### config.mk
export PLATFORM = sky130hd
export DESIGN_NAME = display_arbiter
export DESIGN_NICKNAME = d
export VERILOG_FILES = /design/src/rtl/display_arbiter.sv
export SDC_FILE = /design/constraint.sdc
export NUM_CORES = 1
export LEC_CHECK = 0
export BUFFER_PORTS_ARGS = -buffer_cell sky130_fd_sc_hd__buf_2
export CELL_PAD_IN_SITES_DETAIL_PLACEMENT = 0
export CELL_PAD_IN_SITES_GLOBAL_PLACEMENT = 1
export CORE_ASPECT_RATIO = 0.8
export CORE_MARGIN = 4
export CORE_UTILIZATION = 36
export DETAILED_ROUTE_END_ITERATION = 10
export HOLD_SLACK_MARGIN = 0.15
export PLACE_DENSITY = 0.85
export SYNTH_ARGS = -nofsm -noshare
export SYNTH_HDL_FRONTEND = slang
export SYNTH_SLANG_ARGS = --single-unit
### constraint.sdc
create_clock -name clk -period 3.1 [get_ports clk]
set_input_delay 0.155 -clock clk [delete_from_list [all_inputs] [get_ports clk]]
set_output_delay 0.155 -clock clk [all_outputs]
set_load 0.02 [all_outputs]
### src/rtl/display_arbiter.sv
// display_arbiter: four-way round-robin arbiter for a shared 4-digit display.
// The current owner keeps the display for at least DWELL_CYCLES cycles. Its
// 16-bit value goes to the digit outputs with one cycle of latency. Leading
// zeros can optionally be blanked.
module display_arbiter #(
  parameter logic [31:0] DWELL_CYCLES = 32'd50_000_000
) (
  input  logic        clk,
  input  logic        rst,
  input  logic [3:0]  i_req,
  input  logic [63:0] i_value,
  input  logic        i_blank_lz,
  output logic [3:0]  o_grant,
  output logic [3:0]  o_digit1,
  output logic [3:0]  o_digit2,
  output logic [3:0]  o_digit3,
  output logic [3:0]  o_digit4,
  output logic        o_show_digit1,
  output logic        o_show_digit2,
  output logic        o_show_digit3,
  output logic        o_show_digit4,
  output logic        o_busy
);

  typedef enum logic {
    IDLE = 1'b0,
    HOLD = 1'b1
  } state_t;

  localparam logic [31:0] RELOAD = DWELL_CYCLES - 32'd1;

  // Round-robin search starting one past the last owner. The last owner is
  // visited last, so it keeps the grant only when nobody else is asking.
  // Result is {found, index}.
  function automatic logic [2:0] rr_pick(input logic [3:0] req, input logic [1:0] ptr);
    logic [2:0] res;
    logic [1:0] cand;
    res = 3'b000;
    for (int k = 4; k >= 1; k--) begin
      cand = ptr + 2'(k);
      if (req[cand]) res = {1'b1, cand};
    end
    return res;
  endfunction

  // Digit enables. Digit 1 is always lit. A higher digit is dark only when it
  // and every digit above it are zero, and only when blanking is enabled.
  function automatic logic [3:0] show_mask(input logic [15:0] v, input logic blank);
    logic [3:0] m;
    m[0] = 1'b1;
    m[1] = !blank || (v[15:4]  != 12'd0);
    m[2] = !blank || (v[15:8]  != 8'd0);
    m[3] = !blank || (v[15:12] != 4'd0);
    return m;
  endfunction

  state_t      state_q, state_d;
  logic [3:0]  grant_q, grant_d;
  logic [1:0]  ptr_q, ptr_d;
  logic [31:0] cnt_q, cnt_d;
  logic [15:0] digits_q, digits_d;
  logic [3:0]  show_q, show_d;
  logic        busy_q;

  logic        arb;
  logic [2:0]  pick;
  logic [1:0]  owner_d;
  logic [15:0] owner_val;

  // Next-state: decide whether to arbitrate this edge, then format the owner's value.
  always_comb begin
    state_d   = state_q;
    grant_d   = grant_q;
    ptr_d     = ptr_q;
    cnt_d     = cnt_q;
    digits_d  = digits_q;
    show_d    = show_q;
    owner_d   = ptr_q;
    owner_val = 16'd0;

    // Arbitration happens when idle, when the owner lets go, or when the dwell
    // has expired. Other requesters never cut the dwell short.
    arb  = (state_q == IDLE) || !i_req[ptr_q] || (cnt_q == 32'd0);
    pick = rr_pick(i_req, ptr_q);

    if (arb) begin
      if (pick[2]) begin
        state_d = HOLD;
        grant_d = 4'b0001 << pick[1:0];
        ptr_d   = pick[1:0];
        owner_d = pick[1:0];
        cnt_d   = RELOAD;
      end else begin
        state_d = IDLE;
        grant_d = 4'b0000;
        cnt_d   = 32'd0;
      end
    end else begin
      cnt_d = cnt_q - 32'd1;
    end

    // Digits follow whoever holds the grant after this edge. When the grant
    // drops, the digits freeze and the enables turn off.
    owner_val = i_value[{owner_d, 4'b0000} +: 16];
    if (grant_d != 4'b0000) begin
      digits_d = owner_val;
      show_d   = show_mask(owner_val, i_blank_lz);
    end else begin
      show_d   = 4'b0000;
    end
  end

  // State and registered outputs. Reset aborts any grant immediately.
  always_ff @(posedge clk or posedge rst) begin
    if (rst) begin
      state_q  <= IDLE;
      grant_q  <= 4'b0000;
      ptr_q    <= 2'd3;
      cnt_q    <= 32'd0;
      digits_q <= 16'd0;
      show_q   <= 4'b0000;
      busy_q   <= 1'b0;
    end else begin
      state_q  <= state_d;
      grant_q  <= grant_d;
      ptr_q    <= ptr_d;
      cnt_q    <= cnt_d;
      digits_q <= digits_d;
      show_q   <= show_d;
      busy_q   <= |grant_d;
    end
  end

  assign o_grant       = grant_q;
  assign o_busy        = busy_q;
  assign o_digit1      = digits_q[3:0];
  assign o_digit2      = digits_q[7:4];
  assign o_digit3      = digits_q[11:8];
  assign o_digit4      = digits_q[15:12];
  assign o_show_digit1 = show_q[0];
  assign o_show_digit2 = show_q[1];
  assign o_show_digit3 = show_q[2];
  assign o_show_digit4 = show_q[3];

endmodule

Yosys cells after proc, flatten, opt, wreduce, memory -nomap -nowiden. Index checks and enable logic that the tools add are counted.

Flip-flop bits (word level): 60. Input port bits: 71. Output and inout port bits: 25. Logic and storage cells: 51.

Add/sub/neg operators: 4. $lt $le $gt $ge: 4. Shift-type cells: 2. Multiplexer cells: 20. Bitwise logic cells: 1. Reductions and logical operators: 13.

Operator list (number): $shiftx 64x7->16 (1); $logic_not 32->1 (1); $mux 32 (1); $sub 32x1->32 const B (1); $mux 26 (1); $lt 2x3->1 const B (4); $mux 3 (4); $mux 4 (3); $reduce_bool 12->1 (1); $bmux 1 s2 (4); $reduce_bool 4->1 (2); $reduce_bool 8->1 (1); $logic_or 1x1->1 (5); $mux 1 (5); $add 2x2->2 const B (2); $mux 2 (2); $reduce_or 4->1 (1); $shl 1x2->4 const A (1); $add 2x1->2 const B (1); $logic_not 1->1 (2); $not 1->1 (1).

Longest topological paths before layout.
Depth in word-level cells: 12. Gate-level depth with buffers: 14. Depth with buffers taken out: 11.

Worst setup path after synthesis. No wires, ideal clock.

Path kind: register -> register. Start: register cnt_q[4]. End: register show_q[1]. Setup time: 0.145 ns. Arrival time: 3.206 ns. Data required time: 2.955 ns. Path slack: -0.251 ns. Cell stages (with the launch flop): 11. Buffers on the path: 2. Clock period less this slack: 3.351 ns. Path through: dfrtp_1 or4_4 or4_4 o41a_1 buf_6 o22ai_4 buf_4 mux2i_1 mux2i_1 a2111oi_2 a31oi_1.

Longest elaborated chain between the ends: 7. Elaborated cells between the ends (all ways): 9. Those cells by class: 1 x shift; 3 x mux; 5 x reduce/logical.

Ends and longest elaborated chain: start, declared (RTL line 60) `logic [31:0] cnt_q, cnt_d;`; start signal, assigned (RTL line 127) `cnt_q <= cnt_d;`; $logic_not 32->1 * (RTL line 83) `arb = (state_q == IDLE) || !i_req[ptr_q] || (cnt_q == 32'd0);`; $logic_or 1x1->1 * (RTL line 83); $mux 2 (RTL line 86) `if (arb) begin`; $shiftx 64x7->16 (RTL line 104) `owner_val = i_value[{owner_d, 4'b0000} +: 16];`; $reduce_bool 12->1 (RTL line 51) `m[1] = !blank || (v[15:4] != 12'd0);`; $logic_or 1x1->1 (RTL line 51); $mux 4 * (RTL line 105) `if (grant_d != 4'b0000) begin`; net show_d[1] (RTL line 62) `logic [3:0] show_q, show_d;`; end signal, assigned (RTL line 129) `show_q <= show_d;`; end, declared (RTL line 62).

The timed path passes the listed nets; every way through them passes the cells marked *. A chain may end at the register's enable or synchronous reset.

Final worst setup path.
Start: register cnt_q[9]. End: register show_q[1].

The elaborated chain is that of the path after synthesis.

==> results.py <==
metrics = {
    "worst_setup_path": {
        "slowest_delay_ns": 0.53,
        "crit_path_cell_trace": "or4_1 -> or4_4 -> o41a_1 -> o22ai_4 -> buf_4 -> mux2i_1 -> nand3_1 -> a2111oi_4 -> buf_4 -> a31oi_1",
        "cp-endpoint": "show_q[1]$_DFF_PP0_",
        "worstSetupEndpointType": "register",
        "r2r-start": "cnt_q[9]$_DFF_PP0_",
        "cpMaxStageDelayCell": "or4_1",
        "cp_max_fo": 4,
        "rrSetupSlack_ns": -0.32,
        "crit_start": "cnt_q[9]$_DFF_PP0_",
        "crit_buf_inv": 2,
        "cp_top_family": "simple AND/OR/NAND/NOR gates",
        "crit_top_cell": "buf_4",
        "cp.depth": 10,
        "reg2reg_to": "show_q[1]$_DFF_PP0_",
        "rr_worst_depth": 10,
        "worst_setup_path_start_kind": "register",
        "cp.required_ns": 3.32,
        "cp_data_arrival_time_ns": 3.64,
        "crit_type": "reg2reg",
    },
    "clock_tree": {
        "clkLatencyLatePin_ns": 0.34,
        "htreeDepth": 3,
        "tritoncts": "yes",
        "clockBufferDepth": 2,
        "clock-sinks": 59,
        "root_buffer": "clkbuf_8",
        "clk_transition_reported_paths_ns": 0.07,
        "numCtsBuffers": 9,
    },
    "flow_run": {
        "cap_violations": 0,
    },
    "drt": {
        "viasPerCell": 5.188,
        "vias": 2869,
        "drc": 0,
        "wl_per_cell_um": 16.78,
        "ant_nets": 0,
        "wl_um": 9279,
        "drt_first_pass_iters": 4,
        "dr.first_iter.drc_count": 144,
    },
    "worst_hold_path": {
        "hold_path_class": "in2reg",
    },
    "global_routing": {
        "grt_max_degree": 36,
        "globalRouteOverflowTotal": 0,
        "grt_pass1_wl_um": 14720,
        "grt_pass1_vias": 3036,
        "grt_antenna_before_repair": 0,
        "track_usage": 0.1765,
    },
    "logic_synthesis": {
        "synth_area_leaders": "dfrtp_1 44%, mux2i_1 8.1%, mux2_2 5.6%, xnor2_1 4.4%, a21oi_1 3.7%",
        "synth_edf_count": 0,
        "netlist_area_um2": 3217,
        "ys_seq_area_frac": 0.4597,
        "synth_cells": 284,
        "synthArstFlopShare": 1.000,
        "synth_commonest_cells": "57 x dfrtp_1, 26 x mux2i_1, 24 x a21oi_1, 20 x nor2_1",
        "yosys_register_bits": 59,
        "synthesis.nets": 356,
        "synth_top_area_share": 0.4434,
        "yosysWarnings": 0,
        "synth_top_area_cell": "dfrtp_1",
        "synth.avg_cell_area_um2": 11.33,
        "ys.flop_type": "dfrtp_1",
        "synth_most_common_cell": "dfrtp_1",
        "ys_types": 43,
    },
    "die": {
        "row_count": 30,
        "core-area_um2": 8596,
        "die_w_um": 113.7,
        "die_h_um": 92.55,
        "io_pins": 96,
        "dieArea_um2": 10520,
        "start_util": 0.3742,
    },
    "sta": {
        "tightest_slew_ns": 0.7378,
        "slew_violations": 0,
        "fin_crit_sh": 1.104,
        "final.setup_skew_ns": 0.007261,
        "hold_viol_final": 0,
        "max_freq_mhz": 292.3,
        "relSlewSlack": 0.5074,
        "tns_ns": -5.019,
        "fin_crit_ns": 3.421,
        "rsz0062_at_grt": "yes",
        "finalWorstSetupSlack_ns": -0.3210,
        "setup_viol": 20,
    },
    "placement": {
        "io_buffers": 95,
        "hpwl_um": 6336,
        "place_congestion": 0.8098,
    },
    "power_and_ir_drop": {
        "powerDensity_nw_per_um2": 1095,
        "peakVddDrop_uv": 589.2,
        "total_power_uw": 5157,
        "p_leak_uw": 0.002141,
    },
    "layout": {
        "drive_above_1_share": 0.4966,
        "diodes": 0,
        "nets": 508,
        "area_growth_pct": 46.44,
    },
    "status": {
        "violations": "negative setup slack",
        "status": "finished with violations",
    },
}
cell usage in the layout (no fill, tap or decap), types with 3 or more instances in the layout:
master | Yosys | final
or3_1 | 7 | 7
nand2b_1 | 6 | 6
nor2_1 | 20 | 19
nor4_1 | 12 | 8
or4_1 | 4 | 4
nor4_2 | 0 | 4
dfrtp_1 | 57 | 57
buf_2 | 4 | 95
xor2_1 | 8 | 8
mux4_1 | 4 | 4
mux4_2 | 4 | 4
buf_12 | 1 | 5
nand3_1 | 4 | 3
mux2_4 | 0 | 16
mux2i_1 | 26 | 22
buf_4 | 2 | 50
nor3_1 | 9 | 9
clkbuf_8 | 0 | 12
inv_1 | 7 | 6
o21ai_0 | 7 | 6
a21oi_1 | 24 | 23
nand2_1 | 12 | 11
xnor2_1 | 16 | 16
kinds of logic (layout without fill, tap and decap cells):
| group | count (synthesis) | after routing | synth area share |
|---|---|---|---|
| adder cells (fa/ha/maj) | 1 | 1 | 0.003889 |
| AND/OR/NAND/NOR | 81 | 81 | 0.1361 |
| buffers and inverters | 23 | 180 | 0.04045 |
| AO/OA/AOI/OAI | 46 | 46 | 0.09685 |
| XOR/XNOR | 24 | 24 | 0.06534 |
| flip-flops | 59 | 59 | 0.4597 |
| multiplexers | 50 | 50 | 0.1976 |
per-stage QoR:
step	setup WS [ns]	hold WS, ns	area (um^2)	util	cells
2_1_floorplan	-0.1860	0.3298	3223	-	284
3_3_place_gp	-0.2190	0.3201	4131	0.4806	522
3_5_place_dp	-0.3082	0.3235	4131	0.4806	522
4_1_cts	-0.2866	0.1679	4608	0.5361	549
5_1_grt	-0.4341	0.1998	4711	0.5480	553
6_report	-0.3210	0.1988	4711	0.5480	553
worst min-delay path: stages:
cell	delay [ns]
buf_2	0.12
nor4_2	0.09
inv_1	0.12
where the power goes:
part | total [uW] | leakage, uW | switching [uW] | internal, uW
clock network | 743 | 0.000108 | 309 | 434
registers | 1150 | 0.000680 | 139 | 1010
logic | 3260 | 0.00135 | 1450 | 1810
total | 5160 | 0.00214 | 1900 | 3260
layer usage:
layer | global-route usage | wire (um) | part of all wire | vias up
li1 | - | - | - | 1356
met1 | 0.2363 | 4074 | 0.44 | 1440
met2 | 0.2824 | 4691 | 0.51 | 60
met3 | 0.04442 | 379 | 0.041 | 13
met4 | 0.05205 | 134 | 0.014 | 0
met5 | 0 | 0 | 0 | -
worst min path at each step:
stage,startpoint,end,depth (start not counted)
final,i_req[1],state_q$_DFFE_PP0N_,3
after global routing,i_req[0],state_q$_DFFE_PP0N_,3
after CTS,i_req[1],state_q$_DFFE_PP0N_,3
after detailed placement,rst,cnt_q[26]$_DFF_PP0_,2
after global placement,rst,digits_q[3]$_DFFE_PP0P_,2
after floorplan,i_req[2],state_q$_DFFE_PP0N_,2
state kept, by name (all words and copies together), names as in the netlist:
name,flops
show_q,4
o_grant,4
ptr_q,2
state_q,1
cnt_q,32
digits_q,16
what timing repair did:
action | in CTS | in global routing
setup buffers | 7 | 5
endpoints found under the setup margin | 19 | 20
resized for setup | 35 | 15
gates cloned | 3 | 1
hold buffers | 1 | 0
hold endpoints to repair | 33 | 0
pin swaps | 3 | 2
final cells by class:
class	count	area, um^2
clock buffer	12	165.2
tap	112	140.1
multi-input combinational	202	1787
fill	721	3885
inverter	7	26.28
sequential	59	1479
timing repair buffer	157	1066
clock inverter	4	47.55
Note: power is estimated with default switching activity, not from simulation.
